$ cat src/rtl/controller_unit_pkg.sv
// ============================================================================
// Module : defines (package)
// Brief  : Shared widths, opcode/ALU encodings and control bundle for the
//          decode-stage controller.
// Rev    : 1.0  initial release
// ============================================================================
`default_nettype none

package defines;

    localparam int OP_CODE_LEN = 4;
    localparam int EXE_CMD_LEN = 4;

    typedef enum logic [OP_CODE_LEN-1:0] {
        OP_ADD  = 4'b0000,
        OP_ADDI = 4'b0001,
        OP_SUB  = 4'b0010,
        OP_SUBI = 4'b0011,
        OP_MOV  = 4'b0100,
        OP_CMP  = 4'b0101,
        OP_LSL  = 4'b0110,
        OP_LSR  = 4'b0111,
        OP_AND  = 4'b1000,
        OP_ORR  = 4'b1001,
        OP_BEQ  = 4'b1010,
        OP_BNE  = 4'b1011,
        OP_LDR  = 4'b1100,
        OP_STR  = 4'b1101,
        OP_B    = 4'b1110,
        OP_NOP  = 4'b1111
    } opcode_e;

    typedef enum logic [EXE_CMD_LEN-1:0] {
        EXE_NOP = 4'b0000,
        EXE_ADD = 4'b0001,
        EXE_SUB = 4'b0010,
        EXE_AND = 4'b0011,
        EXE_ORR = 4'b0100,
        EXE_MOV = 4'b0101,
        EXE_LSL = 4'b0110,
        EXE_LSR = 4'b0111
    } exe_cmd_e;

    localparam logic [3:0] BR_NONE = 4'b0000;
    localparam logic [3:0] BR_BEQ  = 4'b0001;
    localparam logic [3:0] BR_BNE  = 4'b0010;
    localparam logic [3:0] BR_B    = 4'b0100;

    typedef struct packed {
        logic       branch_en;
        exe_cmd_e   exe_cmd;
        logic [3:0] branch_cmd;
        logic       is_imm;
        logic       is_str;
        logic       is_ldr;
        logic       is_cmp;
        logic       wb_en;
        logic       mem_r_en;
        logic       mem_w_en;
    } ctrl_t;

    localparam ctrl_t CTRL_BUBBLE = '0;

    // Register-register/immediate ALU op that writes back.
    function automatic ctrl_t alu_ctrl(input exe_cmd_e cmd, input logic imm);
        ctrl_t c;
        c         = CTRL_BUBBLE;
        c.exe_cmd = cmd;
        c.is_imm  = imm;
        c.wb_en   = 1'b1;
        return c;
    endfunction

    function automatic ctrl_t branch_ctrl(input logic [3:0] br);
        ctrl_t c;
        c            = CTRL_BUBBLE;
        c.branch_en  = 1'b1;
        c.branch_cmd = br;
        return c;
    endfunction

endpackage

`default_nettype wire

$ cat src/rtl/controller_unit_decoder.sv
// ============================================================================
// Module : control_decoder
// Brief  : Purely combinational opcode to control-bundle decode.
// Rev    : 1.0  initial release
// ============================================================================
`default_nettype none

module control_decoder
    import defines::*;
(
    input  logic [OP_CODE_LEN-1:0] opCode,
    output ctrl_t                  ctrl_o
);

    always_comb begin
        ctrl_o = CTRL_BUBBLE;
        case (opCode)
            OP_ADD:  ctrl_o = alu_ctrl(EXE_ADD, 1'b0);
            OP_ADDI: ctrl_o = alu_ctrl(EXE_ADD, 1'b1);
            OP_SUB:  ctrl_o = alu_ctrl(EXE_SUB, 1'b0);
            OP_SUBI: ctrl_o = alu_ctrl(EXE_SUB, 1'b1);
            OP_MOV:  ctrl_o = alu_ctrl(EXE_MOV, 1'b1);
            OP_CMP: begin
                // Flags-only subtract: no register write-back.
                ctrl_o.exe_cmd = EXE_SUB;
                ctrl_o.is_cmp  = 1'b1;
            end
            OP_LSL:  ctrl_o = alu_ctrl(EXE_LSL, 1'b0);
            OP_LSR:  ctrl_o = alu_ctrl(EXE_LSR, 1'b0);
            OP_AND:  ctrl_o = alu_ctrl(EXE_AND, 1'b0);
            OP_ORR:  ctrl_o = alu_ctrl(EXE_ORR, 1'b0);
            OP_BEQ:  ctrl_o = branch_ctrl(BR_BEQ);
            OP_BNE:  ctrl_o = branch_ctrl(BR_BNE);
            OP_LDR: begin
                ctrl_o          = alu_ctrl(EXE_ADD, 1'b1);
                ctrl_o.is_ldr   = 1'b1;
                ctrl_o.mem_r_en = 1'b1;
            end
            OP_STR: begin
                ctrl_o.exe_cmd  = EXE_ADD;
                ctrl_o.is_imm   = 1'b1;
                ctrl_o.is_str   = 1'b1;
                ctrl_o.mem_w_en = 1'b1;
            end
            OP_B:    ctrl_o = branch_ctrl(BR_B);
            OP_NOP:  ctrl_o = CTRL_BUBBLE;
            // Unknown/X opcodes fall here and decode as NOP.
            default: ctrl_o = CTRL_BUBBLE;
        endcase
    end

endmodule

`default_nettype wire

$ cat src/rtl/controller_unit.sv
// ============================================================================
// Module : controller_unit
// Brief  : Decode-stage main controller; registered outputs form the control
//          half of the ID/EX pipeline register, with hazard bubble insertion.
// Rev    : 1.0  initial release
// ============================================================================
`default_nettype none

module controller_unit
    import defines::*;
(
    input  logic                   clk,
    input  logic                   rst_n,
    input  logic [OP_CODE_LEN-1:0] opCode,
    input  logic                   hazard_detected,
    output logic                   branchEn,
    output logic [EXE_CMD_LEN-1:0] EXE_CMD,
    output logic [3:0]             Branch_command,
    output logic                   Is_Imm,
    output logic                   Is_Str,
    output logic                   Is_Ldr,
    output logic                   Is_Cmp,
    output logic                   WB_EN,
    output logic                   MEM_R_EN,
    output logic                   MEM_W_EN
);

    ctrl_t dec_ctrl;
    ctrl_t ctrl_d;
    ctrl_t ctrl_q;

    control_decoder u_decoder (
        .opCode (opCode),
        .ctrl_o (dec_ctrl)
    );

    always_comb begin
        ctrl_d = dec_ctrl;
        if (hazard_detected) begin
            ctrl_d = CTRL_BUBBLE;
        end
    end

    always_ff @(posedge clk or negedge rst_n) begin
        if (!rst_n) begin
            ctrl_q <= CTRL_BUBBLE;
        end else begin
            ctrl_q <= ctrl_d;
        end
    end

    assign branchEn       = ctrl_q.branch_en;
    assign EXE_CMD        = ctrl_q.exe_cmd;
    assign Branch_command = ctrl_q.branch_cmd;
    assign Is_Imm         = ctrl_q.is_imm;
    assign Is_Str         = ctrl_q.is_str;
    assign Is_Ldr         = ctrl_q.is_ldr;
    assign Is_Cmp         = ctrl_q.is_cmp;
    assign WB_EN          = ctrl_q.wb_en;
    assign MEM_R_EN       = ctrl_q.mem_r_en;
    assign MEM_W_EN       = ctrl_q.mem_w_en;

endmodule

`default_nettype wire

$ cat config.mk
export PLATFORM = sky130hd
export DESIGN_NAME = controller_unit
export DESIGN_NICKNAME = d
export VERILOG_FILES = /design/src/rtl/controller_unit_pkg.sv /design/src/rtl/controller_unit_decoder.sv /design/src/rtl/controller_unit.sv
export SDC_FILE = /design/constraint.sdc
export NUM_CORES = 1
export LEC_CHECK = 0
export CORE_AREA = 2 2 41 43
export DETAILED_ROUTE_END_ITERATION = 8
export DIE_AREA = 0 0 43 45
export HOLD_SLACK_MARGIN = 0.06
export PLACE_DENSITY = 0.71
export SETUP_SLACK_MARGIN = 0.3
export SLEW_MARGIN = 10
export SYNTH_ARGS = -nofsm -noshare
export SYNTH_HDL_FRONTEND = slang
export SYNTH_SLANG_ARGS = --single-unit
$ cat constraint.sdc
create_clock -name clk -period 0.8 [get_ports clk]
set_input_delay 0.16 -clock clk [delete_from_list [all_inputs] [get_ports clk]]
set_output_delay 0.16 -clock clk [all_outputs]
set_load 0.02 [all_outputs]
==> results of run 1 <==
## what timing repair did
item,4_1_cts,5_1_grt
setup endpoints to repair,26,24
setup buffers,4,2
pin swaps,7,8
hold buffers,0,0
resized for setup,133,11
gates cloned,0,0
## kinds of logic (layout without fill, tap and decap cells)
logic type             count (synthesis)  count (layout)  synth area share (%)
DFF                                   12              12                  54.4
and+or+nand+nor                       24              24                  24.5
muxes                                  2               2                  3.85
AOI/OAI and AO/OA                      5               5                  6.35
other                                  1               2                 0.680
buffers and inverters                  8              40                  10.2
## report_power, final
part / internal, W / switching, W / leakage (nW)
Sequential: 0.000628 / 0.00000982 / 0.159
Combinational: 0.000221 / 0.000163 / 0.341
Clock: 0.000277 / 0.000201 / 0.0210
Total: 0.00113 / 0.000373 / 0.521
## placed cells by master (no fill, tap or decap)
cell type,Yosys,routed
a211oi_2,0,1
a21o_1,1,1
a21oi_4,0,1
a2bb2oi_2,0,1
a31oi_1,1,1
and2b_2,0,1
and3_4,0,2
buf_12,0,2
buf_4,4,3
buf_6,1,25
buf_8,0,5
clkbuf_4,0,3
clkbuf_8,0,1
clkdlybuf4s50_1,0,1
conb_1,1,2
dfrtp_1,12,10
dfrtp_2,0,2
mux2_4,0,1
mux2i_1,1,1
nand2_1,3,2
nand2_2,0,1
nand2b_4,0,3
nand3b_1,1,1
nand4b_1,1,1
nor2_1,7,6
nor2_2,0,1
nor2b_1,2,1
nor2b_4,0,1
nor3_2,0,1
nor3b_2,0,1
nor4b_2,0,1
or3_1,1,1
## how the worst max path moves through the flow
stage	end	slack, ps	cells after the start
6_report	Is_Ldr	-180	1
5_1_grt	Is_Str	-210	1
4_1_cts	Is_Str	-190	1
3_5_place_dp	Is_Imm$_DFF_PN0_	-600	4
3_3_place_gp	EXE_CMD[1]$_DFF_PN0_	-530	4
2_1_floorplan	EXE_CMD[0]$_DFF_PN0_	-20	3
## stage by stage
step | utilization (%) | instance area [sq um]
final | 73.0 | 1070
after global routing | 73.0 | 1070
after CTS | 69.0 | 1010
after detailed placement | 57.4 | 845
after global placement | 57.4 | 845
after floorplan | - | 637
## cell type report
class | instances | area (sq um)
clock buffers | 4 | 36.3
fillers | 106 | 398
multi-input cells | 33 | 285
flip-flops and latches | 12 | 303
well taps | 16 | 20.0
repair buffers | 36 | 429
## sequential cells by signal, summed over array words and instances, names as in the netlist
| register | flops |
|---|---|
| EXE_CMD | 3 |
| MEM_W_EN | 1 |
| Is_Imm | 1 |
| MEM_R_EN | 1 |
| WB_EN | 1 |
| Is_Cmp | 1 |
| branchEn | 1 |
| Branch_command | 3 |
## metal layers
metal / vias to the layer above / share of wire (%) / wire [um]
li1: 232 / - / -
met1: 230 / 39 / 508
met2: 25 / 54 / 695
met3: 2 / 5.8 / 75
met4: 0 / 1.2 / 15
met5: - / 0 / 0
==> reports/summary.txt, run 1 <==
Hold Path Depth -> 3
Layout area overhead -> 94.6%
CTS Buffer Depth -> 2
share of the synthesized area in the top cell type -> 54.4%
RSZ-0062 raised after global routing -> true
delay-heaviest family, CP -> flip-flops
Commonest cells post-synth -> dfrtp_1, nor2_1, buf_4
DIE AREA -> 0.00194 sq mm
GRT Overall Usage -> 15.4%
final hold violation count -> 0
WL final -> 1300 um
share of cells above drive strength 1 -> 67.1%
Cell variety after synth -> 26
Layout Nets -> 93
Crit-path slowest cell -> dfrtp_2
RePlAce Congestion -> 0.759
DR vias -> 489
initial core utilization -> 37.5%
PwrDens -> 1400 mW/mm^2
total power -> 0.00150 W
Pins Over Slew Limit -> 0
total leakage power -> 0.521 nW
Yosys reg bits -> 12
DP Cell Count -> 91
final setup TNS -> -2080 ps
CP Launch Type -> flop
worst slack, placed -> -599 ps
Pre-antenna DRT Iters -> 4
final hold slack -> 123 ps
Core Region -> 0.00147 sq mm
CP cell instances -> buf_6
largest area contributor in the synthesized netlist -> dfrtp_1
I/O pins -> 23
initial drt markers -> 10
dpl hpwl -> 850 um
Vias/cell -> 4.84
met3 Use GR -> 3.60%
Die W -> 43 um
critical path arrival -> 820 ps
GRT overflow -> 0
hold endpoint -> Is_Imm$_DFF_PN0_
Hold Startpoint -> hazard_detected
period utilisation layout -> 123%
Chip Height -> 45 um
Post-Syn Instances -> 52
number of I/O port buffers -> 20
met2 usage -> 29.7%
CTS Buf Count -> 3
most common cell in the netlist -> dfrtp_1
Final Instance Count excl. Fillers -> 101
status -> complete, but fails checks
root buffer cell -> clkbuf_4
Max Freq -> 1.02 GHz
minimum clock period -> 982 ps
n_diodes -> 0
critical path's largest stage delay -> 420 ps
mapped cell area -> 552 sq um
post-route ant nets -> 0
CTS clock-pin slew for the worst setup and hold paths -> 70 ps
ranking of synthesized cells by area -> dfrtp_1, buf_4, nor2_1
Peak VDD IR -> 1.04 mV
Routed wire per std cell -> 12.8 um
Worst EP required -> 640 ps
Ys Warns -> 0
vias in the first global route -> 502
maxcap violations -> 0
Worst setup EP type -> primary output
asr flop ratio synth -> 100%
Hold Crit Class -> in2reg
failing checks -> setup timing
register area share after synthesis -> 54.4%
main flop type after synthesis -> dfrtp_1
met1 Use GR -> 14.8%
critical path class -> reg2out
Final setup viols -> 14
GRT busiest layer -> met2
worst setup path start -> MEM_R_EN$_DFF_PN0_
global-route wire length before repair -> 2110 um
pin count of the biggest net entering global routing -> 13
DRC -> 0
number of synthesized flops with an enable pin -> 0
CP max FO -> 2
CTS tree -> yes
# rows -> 14
clock sink count -> 12
Worst Setup Slack, final -> -182 ps
Mean Syn Cell Area -> 10.6 sq um
CP bufs+invs -> 1
antenna violations before repair -> 0
H-tree depth -> 1
Note: power is estimated with default switching activity, not from simulation.
==> inputs of run 2 (changes only) <==
--- a/config.mk
+++ b/config.mk
@@ -7,4 +7,5 @@
 export LEC_CHECK = 0
 export CORE_AREA = 2 2 41 43
+export CTS_CLUSTER_SIZE = 28
 export DETAILED_ROUTE_END_ITERATION = 8
 export DIE_AREA = 0 0 43 45
==> constraint.sdc (replaced) <==
create_clock -name clk -period 0.8 [get_ports clk]
set_input_delay 0.16 -clock clk [delete_from_list [all_inputs] [get_ports clk]]
set_output_delay 0.16 -clock clk [all_outputs]
set_load 0.1 [all_outputs]
==> reports/summary.txt, run 2 (same netlist as run 1, synthesis figures left out) <==
Post-CTS Hold Fix Bufs -> 0 (unchanged)
DR vias -> 493 (+0.82%)
root buffer cell -> clkbuf_4
CP Launch Type -> flop
CTS clock-pin slew for the worst setup and hold paths -> 70 ps (about the same)
post-route ant nets -> 0 (unchanged)
Vias/cell -> 4.93 (+1.8%)
DR WL met2 -> 791 um (+14%)
total power -> 0.00175 W (+17%)
Pins Over Slew Limit -> 0 (unchanged)
final hold violation count -> 0 (unchanged)
number of I/O port buffers -> 20 (unchanged)
Core Region -> 0.00147 sq mm (unchanged)
CTS Buf Count -> 3 (unchanged)
critical path arrival -> 960 ps (+140 ps)
initial core utilization -> 37.5% (unchanged)
Met1 Routed Length -> 547 um (+7.7%)
# rows -> 14 (unchanged)
I/O pins -> 23 (unchanged)
Hold Crit Class -> in2reg
H-tree depth -> 1 (unchanged)
vias in the first global route -> 472 (-6.0%)
n_diodes -> 0 (unchanged)
global-route wire length before repair -> 2180 um (+3.3%)
status -> complete, but fails checks
Chip Height -> 45 um (unchanged)
most common cell after layout, fill and taps aside -> buf_12
DIE AREA -> 0.00194 sq mm (unchanged)
Max Freq -> 0.893 GHz (-12%)
Crit-path slowest cell -> dfrtp_4
GRT overflow -> 0 (unchanged)
Finished Cell Area -> 0.00122 sq mm (+13%)
final setup TNS -> -4220 ps (-2130 ps)
register area -> 345 sq um (+14%)
area of the multi-input gates -> 287 sq um (+0.44%)
maxcap violations -> 0 (unchanged)
Filler cells -> 79 (-25%)
RSZ-0062 raised after global routing -> true
minimum clock period -> 1120 ps (+139 ps)
CTS tree -> yes
met3 WL -> 50 um (-33%)
Peak VDD IR -> 1.27 mV (+22%)
Layout area overhead -> 121%
CP max FO -> 2 (unchanged)
Worst Setup Slack, final -> -320 ps (-139 ps)
delay-heaviest family, CP -> flip-flops
Worst setup EP type -> primary output
final core occ -> 82.7% (+9.8 points)
highest metal used -> met4
PwrDens -> 1440 mW/mm^2 (+2.8%)
DP Cell Count -> 92 (+1.1%)
CP bufs+invs -> 1 (unchanged)
pin count of the biggest net entering global routing -> 13 (unchanged)
Final Instance Count excl. Fillers -> 100 (-0.99%)
clock sink count -> 12 (unchanged)
Routed wire per std cell -> 14.3 um (+11%)
Pre-antenna DRT Iters -> 4 (unchanged)
antenna violations before repair -> 0 (unchanged)
critical path's largest stage delay -> 510 ps (+90 ps)
share of cells above drive strength 1 -> 77.4% (+10 points)
Die W -> 43 um (unchanged)
Layout Nets -> 92 (-1.1%)
total leakage power -> 0.528 nW (+1.4%)
most frequent cells in the layout -> buf_12, dfrtp_4, buf_6
RePlAce Congestion -> 0.795 (+4.7%)
critical path class -> reg2out
period utilisation layout -> 140% (+17 points)
CP cell instances -> buf_12
WL final -> 1430 um (+10%)
CTS Buffer Depth -> 2 (unchanged)
GRT Overall Usage -> 16.1% (+0.77 points)
initial drt markers -> 5 (-5)
DRC -> 0 (unchanged)
Worst EP required -> 640 ps (about the same)
Final setup viols -> 14 (unchanged)
dpl hpwl -> 942 um (+11%)
failing checks -> setup timing
area post-placement -> 0.00102 sq mm (+21%)
run 2: repair_timing:
action	4_1_cts	5_1_grt
hold endpoints to repair	0	1
pin swaps	9	4
endpoints found under the setup margin	26	24
setup buffers	3	1
resized for setup	47	11
cloned	0	0
run 2: per-layer routing:
metal	up-vias	GRT usage [%]
met4	0	10.9
met3	5	1.60
met1	236	17.9
met5	-	0
li1	231	-
met2	21	29.4
run 2: through the flow:
step	setup WS (ps)	hold slack, ps
floorplan	-189	-136
global placement	-504	493
detailed placement	-607	521
CTS	-330	72.5
global route	-345	43.3
finish	-320	50.0
run 2: worst paths after layout:
path	depth (start not counted)	end	from	slack [ps]
max	1	Is_Str	MEM_W_EN$_DFF_PN0_	-320
min	2	EXE_CMD[2]$_DFF_PN0_	hazard_detected	50
max in group asynchronous	2	Is_Imm$_DFF_PN0_	rst_n	450
min in group asynchronous	2	MEM_R_EN$_DFF_PN0_	rst_n	230
run 2: power breakdown:
| group | total, W | leakage, nW | switching (W) | internal, W |
|---|---|---|---|---|
| combinational | 0.000602 | 0.367 | 0.000343 | 0.000259 |
| clock | 0.000485 | 0.0210 | 0.000208 | 0.000277 |
| sequential | 0.000661 | 0.141 | 0.0000204 | 0.000641 |
run 2: final cells by class:
type / instances / share of cell area [%]
clock buffer: 4 / 2.98
multi-input combinational: 33 / 23.5
sequential: 12 / 28.4
tap: 16 / 1.64
timing repair buffer: 35 / 43.5
